[config.mk]
export PLATFORM = sky130hd
export DESIGN_NAME = position_tracker_quad
export DESIGN_NICKNAME = d
export VERILOG_FILES = /design/src/rtl/position_tracker_quad.sv
export SDC_FILE = /design/constraint.sdc
export NUM_CORES = 1
export LEC_CHECK = 0
export CAP_MARGIN = 10
export CELL_PAD_IN_SITES_DETAIL_PLACEMENT = 2
export CELL_PAD_IN_SITES_GLOBAL_PLACEMENT = 2
export CORE_ASPECT_RATIO = 0.9
export CORE_MARGIN = 2
export CORE_UTILIZATION = 30
export CTS_CLUSTER_SIZE = 20
export DETAILED_ROUTE_END_ITERATION = 10
export PLACE_DENSITY = 0.94
export SKIP_LAST_GASP = 1
export SLEW_MARGIN = 5
export SYNTH_ARGS = -nofsm -noshare
export SYNTH_HDL_FRONTEND = slang
export SYNTH_SLANG_ARGS = --single-unit
[constraint.sdc]
create_clock -name SYS_aclk -period 10.2 [get_ports SYS_aclk]
set_clock_uncertainty 0.05 [all_clocks]
set_input_delay 2.04 -clock SYS_aclk [delete_from_list [all_inputs] [get_ports SYS_aclk]]
set_output_delay 2.04 -clock SYS_aclk [all_outputs]
set_load 0.1 [all_outputs]
[src/rtl/position_tracker_quad.sv]
// position_tracker_quad
// Two-channel fringe position tracker. Each channel (A/B) passes through its
// own Schmitt trigger; the resulting logic levels drive either a legacy
// single-channel fringe counter (channel A falling edges) or a quadrature
// decoder that also counts illegal double transitions. Position and error
// count are registered and presented one cycle after each accepted sample.
module position_tracker_quad #(
    parameter int DATA_WIDTH     = 16,
    parameter int POSITION_WIDTH = 32,
    parameter int ERROR_WIDTH    = 16,
    parameter int SATURATE       = 0
) (
    input  logic                        SYS_aclk,
    input  logic                        SYS_reset,
    input  logic                        FC_mode,
    input  logic                        FC_sign,
    input  logic                        FC_clear,
    input  logic [DATA_WIDTH-1:0]       FC_lower_treshold,
    input  logic [DATA_WIDTH-1:0]       FC_upper_treshold,
    input  logic                        S_AXIS_tvalid,
    input  logic [2*DATA_WIDTH-1:0]     S_AXIS_tdata,
    output logic                        S_AXIS_tready,
    output logic                        M_AXIS_tvalid,
    output logic [POSITION_WIDTH-1:0]   M_AXIS_tdata,
    output logic [ERROR_WIDTH-1:0]      ST_error_count
);

    typedef enum logic [1:0] {
        ST_IDLE = 2'd0,
        ST_LOW  = 2'd1,
        ST_HIGH = 2'd2
    } cmp_state_t;

    localparam logic signed [POSITION_WIDTH-1:0] POS_MAX = {1'b0, {(POSITION_WIDTH-1){1'b1}}};
    localparam logic signed [POSITION_WIDTH-1:0] POS_MIN = {1'b1, {(POSITION_WIDTH-1){1'b0}}};
    localparam logic signed [POSITION_WIDTH-1:0] POS_ONE = POSITION_WIDTH'(1);
    localparam logic [ERROR_WIDTH-1:0]           ERR_ONE = ERROR_WIDTH'(1);
    localparam logic [ERROR_WIDTH-1:0]           ERR_MAX = {ERROR_WIDTH{1'b1}};

    // Hysteresis comparator transition. The "below lower" test is checked
    // first from IDLE so that inverted thresholds resolve deterministically.
    function automatic cmp_state_t cmp_next(
        input cmp_state_t                    cur,
        input logic signed [DATA_WIDTH-1:0]  x,
        input logic signed [DATA_WIDTH-1:0]  lo,
        input logic signed [DATA_WIDTH-1:0]  hi
    );
        cmp_state_t nxt;
        nxt = cur;
        case (cur)
            ST_IDLE: begin
                if (x < lo) begin
                    nxt = ST_LOW;
                end else if (x > hi) begin
                    nxt = ST_HIGH;
                end
            end
            ST_LOW: begin
                if (x > hi) begin
                    nxt = ST_HIGH;
                end
            end
            ST_HIGH: begin
                if (x < lo) begin
                    nxt = ST_LOW;
                end
            end
            default: nxt = ST_IDLE;
        endcase
        return nxt;
    endfunction

    // Gray code {B,A} to its ordinal along the forward sequence 00,01,11,10.
    function automatic logic [1:0] quad_index(input logic [1:0] code);
        return {code[1], code[1] ^ code[0]};
    endfunction

    // One-step position update with either wrap or clamp at the signed limits.
    function automatic logic signed [POSITION_WIDTH-1:0] next_position(
        input logic signed [POSITION_WIDTH-1:0] pos,
        input logic                             up,
        input logic                             down
    );
        logic signed [POSITION_WIDTH-1:0] res;
        res = pos;
        if (up) begin
            if (!((SATURATE != 0) && (pos == POS_MAX))) begin
                res = pos + POS_ONE;
            end
        end else if (down) begin
            if (!((SATURATE != 0) && (pos == POS_MIN))) begin
                res = pos - POS_ONE;
            end
        end
        return res;
    endfunction

    // Error counter increment that sticks at all-ones.
    function automatic logic [ERROR_WIDTH-1:0] next_error(
        input logic [ERROR_WIDTH-1:0] cnt,
        input logic                   evt
    );
        logic [ERROR_WIDTH-1:0] res;
        res = cnt;
        if (evt && (cnt != ERR_MAX)) begin
            res = cnt + ERR_ONE;
        end
        return res;
    endfunction

    logic signed [DATA_WIDTH-1:0]     sample_a;
    logic signed [DATA_WIDTH-1:0]     sample_b;
    logic signed [DATA_WIDTH-1:0]     lower;
    logic signed [DATA_WIDTH-1:0]     upper;

    cmp_state_t                       state_a_p1;
    cmp_state_t                       state_b_p1;
    cmp_state_t                       state_a_next;
    cmp_state_t                       state_b_next;
    logic                             mode_p1;
    logic [1:0]                       prev_code_p1;
    logic [1:0]                       prev_code_next;
    logic                             prev_valid_p1;
    logic                             prev_valid_next;

    logic                             mode_changed;
    logic                             code_valid;
    logic [1:0]                       new_code;
    logic [1:0]                       quad_delta;
    logic                             fwd_step;
    logic                             rev_step;
    logic                             illegal_step;
    logic                             step_up;
    logic                             step_down;

    logic signed [POSITION_WIDTH-1:0] position_p1;
    logic [ERROR_WIDTH-1:0]           error_count_p1;
    logic                             vld_p1;

    assign sample_a     = $signed(S_AXIS_tdata[DATA_WIDTH-1:0]);
    assign sample_b     = $signed(S_AXIS_tdata[2*DATA_WIDTH-1:DATA_WIDTH]);
    assign lower        = $signed(FC_lower_treshold);
    assign upper        = $signed(FC_upper_treshold);
    assign mode_changed = (FC_mode != mode_p1);

    // Next comparator states, quadrature decode and previous-code bookkeeping.
    always_comb begin
        state_a_next    = state_a_p1;
        state_b_next    = state_b_p1;
        prev_code_next  = prev_code_p1;
        prev_valid_next = prev_valid_p1 & ~mode_changed;
        code_valid      = 1'b0;
        new_code        = 2'b00;
        quad_delta      = 2'b00;
        fwd_step        = 1'b0;
        rev_step        = 1'b0;
        illegal_step    = 1'b0;
        if (S_AXIS_tvalid) begin
            state_a_next = cmp_next(state_a_p1, sample_a, lower, upper);
            state_b_next = cmp_next(state_b_p1, sample_b, lower, upper);
            code_valid   = (state_a_next != ST_IDLE) && (state_b_next != ST_IDLE);
            new_code     = {state_b_next == ST_HIGH, state_a_next == ST_HIGH};
            quad_delta   = quad_index(new_code) - quad_index(prev_code_p1);
            if (!FC_mode) begin
                fwd_step = (state_a_p1 == ST_HIGH) && (state_a_next == ST_LOW);
            end else if (code_valid && prev_valid_p1 && !mode_changed) begin
                // A just-invalidated previous code (mode change) must only load.
                case (quad_delta)
                    2'd1:    fwd_step     = 1'b1;
                    2'd2:    illegal_step = 1'b1;
                    2'd3:    rev_step     = 1'b1;
                    default: ;
                endcase
            end
            if (code_valid) begin
                prev_code_next  = new_code;
                prev_valid_next = 1'b1;
            end
        end
    end

    assign step_up   = FC_sign ? fwd_step : rev_step;
    assign step_down = FC_sign ? rev_step : fwd_step;

    // Comparator states, registered mode copy and previous-code register.
    always_ff @(posedge SYS_aclk) begin
        if (SYS_reset) begin
            state_a_p1    <= ST_IDLE;
            state_b_p1    <= ST_IDLE;
            mode_p1       <= 1'b0;
            prev_code_p1  <= 2'b00;
            prev_valid_p1 <= 1'b0;
        end else begin
            state_a_p1    <= state_a_next;
            state_b_p1    <= state_b_next;
            mode_p1       <= FC_mode;
            prev_code_p1  <= prev_code_next;
            prev_valid_p1 <= prev_valid_next;
        end
    end

    // Position and error accumulators; clear overrides any step this cycle.
    always_ff @(posedge SYS_aclk) begin
        if (SYS_reset || FC_clear) begin
            position_p1    <= '0;
            error_count_p1 <= '0;
        end else begin
            position_p1    <= next_position(position_p1, step_up, step_down);
            error_count_p1 <= next_error(error_count_p1, illegal_step);
        end
    end

    // Output valid follows each accepted sample by one cycle.
    always_ff @(posedge SYS_aclk) begin
        if (SYS_reset) begin
            vld_p1 <= 1'b0;
        end else begin
            vld_p1 <= S_AXIS_tvalid;
        end
    end

    assign S_AXIS_tready  = 1'b1;
    assign M_AXIS_tvalid  = vld_p1;
    assign M_AXIS_tdata   = position_p1;
    assign ST_error_count = error_count_p1;

endmodule

# [Yosys cells after proc, flatten, opt, wreduce, memory -nomap -nowiden]
# Index checks and enable logic that the tools add are counted.
[op_classes] addsub=4 order_cmp=4 eq_ne=12 n_mux=28 bitwise=4 reduce_logical=13
[ops] operator="2-to-1 mux 32 bit" n=2
[ops] operator="adder 32 x 2 -> 32 bit (second input constant)" n=1
[ops] operator="greater-than comparator 16 bit" n=2
[ops] operator="< comparator 16 bit" n=2
[ops] operator="subtractor 32 x 2 -> 32 bit (second input constant)" n=1
[ops] operator="adder 16 x 1 -> 16 bit (second input constant)" n=1
[ops] operator="2-to-1 mux 1 bit" n=16
[ops] operator="2-to-1 mux 2 bit" n=8
[ops] operator="!= test 16 bit (second input constant)" n=1
[ops] operator="equality test 2 bit (second input constant)" n=6
[ops] operator="one-hot mux 2 bit (3 select lines)" n=2
[ops] operator="equality test 2 x 1 -> 1 bit (second input constant)" n=4
[ops] operator="nonzero test 2 bit" n=3
[ops] operator="logical AND 1 bit" n=5
[ops] operator="zero test 2 bit" n=2
[ops] operator="AND reduction 2 bit" n=1
[ops] operator="subtractor 2 bit" n=1
[ops] operator="bitwise XOR 1 bit" n=2
[ops] operator="bitwise AND 1 bit" n=1
[ops] operator="zero test 1 bit" n=1
[ops] operator="logical OR 1 bit" n=1
[ops] operator="!= test 1 bit" n=1
[ops] operator="inverter 1 bit" n=1
[word_totals] reg_bits=57 in_bits=70 output_inout_bits=50 elab_cells=73

# [Longest topological paths before layout]
[depth] word_depth=16 ltp_mapped=28 mapped_depth_nobuf=28

# [Worst setup path before layout]
# OpenSTA, ideal clock, no wires.
[synth_timing] kind="input-to-reg" from="in FC_upper_treshold[15]" to="reg position_p1[30], in the netlist M_AXIS_tdata[30]" setup_time_ps=70 t_arrival_ps=7965 t_required_ps=10080 setup_slack_ps=2114 cell_stages=25 n_path_buf=0 path_cell_list="inv_1 > ha_1 > nand4_2 > nor4_2 > a21bo_1 > a31o_2 > a31o_4 > nand2_1 > a21oi_1 > xnor2_1 > ha_1 > or4_1 > or2_2 > o22a_1 > ha_1 > nor2b_1 > o21a_1 > o21a_1 > nand2b_1 > a21oi_1 > o31ai_1 > a31oi_1 > or4_1 > a31o_2 > a21oi_1"
[synth_between] elab_chain_len=15 word_cells_on_any_way=35 classes_between="add/sub: 1; order compare: 2; eq/ne: 5; mux: 19; bitwise: 1; reduce/logical: 7"
[synth_lines] item="start: declaration" line="19" source="input logic [DATA_WIDTH-1:0] FC_upper_treshold,"
[synth_lines] item="greater-than comparator 16 bit" line="54, 59"
[synth_lines] item="2-to-1 mux 2 bit" line="54, 59"
[synth_lines] item="2-to-1 mux 2 bit" line="52" source="if (x < lo) begin"
[synth_lines] item="one-hot mux 2 bit (3 select lines)" line="50" source="case (cur)"
[synth_lines] item="2-to-1 mux 2 bit" line="158" source="if (S_AXIS_tvalid) begin"
[synth_lines] item="equality test 2 bit" line="162" source="new_code = {state_b_next == ST_HIGH, state_a_next == ST_HIGH};"
[synth_lines] item="bitwise XOR 1 bit" line="75" source="return {code[1], code[1] ^ code[0]};"
[synth_lines] item="subtractor 2 bit" line="163" source="quad_delta = quad_index(new_code) - quad_index(prev_code_p1);"
[synth_lines] item="equality test 2 bit / equality test 2 x 1 -> 1 bit (equally long branches)" line="168" source="case (quad_delta)"
[synth_lines] item="2-to-1 mux 1 bit" line="168"
[synth_lines] item="2-to-1 mux 1 bit" line="166" source="end else if (code_valid && prev_valid_p1 && !mode_changed) begin"
[synth_lines] item="2-to-1 mux 1 bit" line="164" source="if (!FC_mode) begin"
[synth_lines] item="2-to-1 mux 1 bit" line="158"
[synth_lines] item="2-to-1 mux 1 bit, on equally long branches" line="182, 183"
[synth_lines] item="2-to-1 mux 32 bit / nonzero test 2 bit (equally long branches)"
[synth_lines] item="end signal: assignment" line="208" source="position_p1 <= next_position(position_p1, step_up, step_down);"
[synth_lines] item="end: declaration" line="136" source="logic signed [POSITION_WIDTH-1:0] position_p1;"
# Parallel ways exist; a longest one is shown, timed or not. The select of a mux whose other input is x is not followed.
# A chain may end at the register's enable or synchronous reset.

# [Final worst setup path]
[layout_timing] from="in FC_lower_treshold[5]" to="reg position_p1[29], in the netlist M_AXIS_tdata[29]"
[layout_between] elab_chain_len=14 word_cells_on_any_way=35 classes_between="add/sub: 1; order compare: 2; eq/ne: 5; mux: 19; bitwise: 1; reduce/logical: 7"
[layout_lines] item="start: declaration" line="18" source="input logic [DATA_WIDTH-1:0] FC_lower_treshold,"
[layout_lines] item="< comparator 16 bit" line="52, 64"
[layout_lines] item="2-to-1 mux 2 bit, on equally long branches" line="64, 52"
[layout_lines] item="one-hot mux 2 bit (3 select lines)" line="50"
[layout_lines] item="2-to-1 mux 2 bit" line="158"
[layout_lines] item="equality test 2 bit" line="162"
[layout_lines] item="bitwise XOR 1 bit" line="75"
[layout_lines] item="subtractor 2 bit" line="163"
[layout_lines] item="equality test 2 bit / equality test 2 x 1 -> 1 bit (equally long branches)" line="168"
[layout_lines] item="2-to-1 mux 1 bit" line="168"
[layout_lines] item="2-to-1 mux 1 bit" line="166"
[layout_lines] item="2-to-1 mux 1 bit" line="164"
[layout_lines] item="2-to-1 mux 1 bit" line="158"
[layout_lines] item="2-to-1 mux 1 bit, on equally long branches" line="182, 183"
[layout_lines] item="2-to-1 mux 32 bit / nonzero test 2 bit (equally long branches)"
# Parallel ways exist; a longest one is shown, timed or not. The select of a mux whose other input is x is not followed.

==> metrics.md <==
| Metric | Value |
|---|---|
| # rows | 47 |
| Core Area | roughly 18000 sq um |
| Via density | around 5.4 |
| Synth Register Bits | 57 |
| CTS tree | done |
| Die Ht | ~130 um |
| GPL Wtd Cong | 0.864 |
| Largest net degree at the start of global routing | 47 |
| Stages on worst setup path | 25 |
| Post-synth top area share | 0.213 |
| Switching part of the total power | 0.396 |
| Number of global-route vias before repair | 6615 |
| Design Area, Final | 7220 sq um |
| Combinational share of power | 0.411 |
| Initial Util | 0.303 |
| Most frequent cells in the layout | clkdlybuf4s50_1, ha_1, nand2_1 |
| R2r setup slk | 4.09 ns |
| Max Transition Viols Final | 0 |
| RSZ-0062 raised after global routing | false |
| Startpoint types | input port |
| Net Sw Power | 0.356 mW |
| CTS Buf Count | 9 |
| DR vias | 5880 |
| Maximum vdd ir drop | 0.0654 mV |
| Outcome | finished, final reports clean |
| Tot GR Track Use | 0.223 |
| Hold Path Class | reg2reg |
| Die area | about 20000 sq um |
| Crit path max-delay cell type | or4_1 |
| Starting DRT DRC Count | 182 |
| Crit path arrival time | between 9 and 10 ns |
| Post-Syn Area | 5520 sq um |
| N_diodes | 0 |
| # IOs | 120 |
| Cell internal pwr | around 0.54 mW |
| Crit end category | flip-flop |
| Area of the multi-input gates | 4110 sq um |
| Cells after synthesis | 719 |
| Critical setup path kind | in2reg |
| Sequential cell area | 1140 sq um |
| Critical Path RT | 10.33 ns |
| Area contributors post-synth | ha_1, dfxtp_1, a21oi_1 |
| CP max stage delay | 0.63 ns |
| Clock Latency Late Sink | approximately 0.34 ns |
| Die W | 147 um |
| Tot Pwr | 0.901 mW |
| RR Endpoint | M_AXIS_tdata[29] |
| Post-synth EDFFs | 0 |
| Avg WL per Cell | just under 20 um |
| Initial antenna violation count | 0 |
| Critical R2R Launch | state_b_p1[0] |
| Clk network pwr share | 0.323 |
| Sequential Power Share | 0.266 |
| DRC | 0 |
| Fmax | 0.107 GHz |
| Area growth, synth to finish | 30.9% |
| Worst Setup SP | FC_lower_treshold[5] |
| Cell Pwr Density | around 120 nW/um^2 |
| Post-CTS setup buffers | 0 |
| Post-DRT Antenna Nets | 0 |
| Total Nets Final | 996 |
| Post-synth top flop | dfxtp_1 |
| Port-buffer cells | 118 |
| Fill count | between 2000 and 2500 |
| Detailed Route WL | 21400 um |
| DPL Wire Length | 17000 um |
| Worst reg-to-reg path cell count | 19 |
| CTS Sinks | 57 |
| Post-CTS Resized | 0 |
| Yosys cell types | 59 |
| DR pass1 iterations | 4 |
| Setup violators final | 0 |
| Seq/Total Area, Yosys | 0.207 |
| Root buffer cell | clkbuf_16 |
| Share of layout cells above drive strength 1 | 0.0431 |
| Syn Nets | 884 |
| Async SR Flop Fraction | 0 |
| Leakage power | 3.03 nW |
| Post-layout min period | 9.33 ns |
| Syn Area/Cell | 7.67 sq um |
| Most common cell after layout, fill and taps aside | clkdlybuf4s50_1 |
| Ys Warns | 0 |
| First-pass GRT wire length | 35200 um |
| Worst slew pin tran | 1.03 ns |
| Max-Cap Viols | 0 |
| Area post-placement | 6940 sq um |
| CP Max Fanout | 21 |
| Setup TNS | 0 ns |
| Buf+Inv Stages, Crit Path | 2 |
| Dominant cell type by area after synthesis | ha_1 |
| Hold-fix buffers, CTS | 0 |
| Tcrit/Tclk final | 0.915 |
| Clock buffer depth | 2 |
| Most frequent CP cell | a21oi_1 |
| Final Hold Vio Count | 0 |
| Gr ovfl total | 0 |
| Htree depth | 3 |
| Clk slew on worst S/H paths | 0.06 ns |
| Worst path top cell family by delay | compound AO/OA/AOI/OAI gates |
| CP endpoint | M_AXIS_tdata[29] |
| Slew margin rel. | 0.312 |
-- cells by family after synthesis --
kind of cell | share of synthesized area
XOR/XNOR | 0.0460
AND/OR/NAND/NOR | 0.231
buffers and inverters | 0.0485
multiplexers | 0.0238
other | 0.000680
adder cells (fa/ha/maj) | 0.217
AO/OA/AOI/OAI | 0.226
flip-flops | 0.207
-- worst min-delay path by stage --
stage	startpoint	endpoint	slack (ns)	depth (start not counted)
after detailed placement	M_AXIS_tdata[21]	M_AXIS_tdata[21]	0.42	2
after floorplan	prev_valid_p1	prev_valid_p1	0.41	2
final	M_AXIS_tdata[27]	M_AXIS_tdata[27]	0.43	2
after global routing	M_AXIS_tdata[26]	M_AXIS_tdata[26]	0.46	2
after global placement	M_AXIS_tdata[27]	M_AXIS_tdata[27]	0.41	2
after CTS	M_AXIS_tdata[21]	M_AXIS_tdata[21]	0.43	2
-- Yosys cell counts (all sizes together), types with 4 or more instances --
master and number:
or4 8, nor2b 11, nand2 89, nor4 5, ha 94, o211ai 6, a21oi 88, nand3 21
or2 5, xnor2 22, and3 10, dfxtp 57, nor2 47, mux2i 12, o21ai 33, clkbuf 13
inv 47, a21o 16, xor2 7, nand2b 9, or3 12, a211oi 7, and2 7, o21bai 5
nor3 13, buf 7, a2111oi 5, a31oi 5, o31ai 8, a31o 4, nand4 11, o21a 9
-- state kept, by name, summed over array words and instances (netlist names) --
register	flops
M_AXIS_tdata	32
ST_error_count	16
prev_code_p1	2
state_a_p1	2
state_b_p1	2
M_AXIS_tvalid	1
mode_p1	1
prev_valid_p1	1
-- metrics by stage --
step                      hold WS, ns  instances  setup slack, ns   util
after floorplan                 0.409        719             2.11      -
after global placement          0.413       1065             1.04  0.381
after global routing            0.459       1081            0.272  0.396
final                           0.431       1081            0.870  0.396
after detailed placement        0.424       1065            0.649  0.381
after CTS                       0.432       1081            0.855  0.396
-- worst reg2reg max path, cell delays in order (launching register included) --
cell and delay [ns]:
dfxtp_1 0.42, nor2_1 0.06, a31o_2 0.23, and2_1 0.20, xnor2_1 0.14, ha_1 0.35, or4_1 0.63, or2_2 0.35
o22a_1 0.54, ha_1 0.47, a21oi_1 0.23, o22ai_1 0.19, o211ai_1 0.50, o21ai_0 0.23, a21oi_1 0.35, o21ai_0 0.23
a21oi_1 0.27, mux2_2 0.37, nand4_1 0.09, a21oi_1 0.07
-- power groups by stage --
stage	logic [mW]	registers, mW	clock network [mW]
after floorplan	0.216	0.277	0
after global placement	0.340	0.244	0
after detailed placement	0.363	0.244	0
after CTS	0.371	0.239	0.297
after global routing	0.409	0.240	0.306
final	0.370	0.239	0.291
-- cell type report --
type | count | share of cell area
Clock inverter | 7 | 0.00763
Sequential cell | 57 | 0.158
Multi-Input combinational cell | 595 | 0.569
Inverter | 47 | 0.0244
Clock buffer | 9 | 0.0312
Tap cell | 245 | 0.0425
Timing Repair Buffer | 121 | 0.167
-- per-layer routing --
metal,part of all wire,track usage,wire (um),vias to the layer above
met5,0,0,0,-
met4,0.024,0.0662,516,0
met3,0.025,0.0317,530,41
met2,0.50,0.395,10800,91
met1,0.45,0.282,9590,2913
li1,-,-,-,2835
No activity file was read; power rests on OpenSTA's default activity.
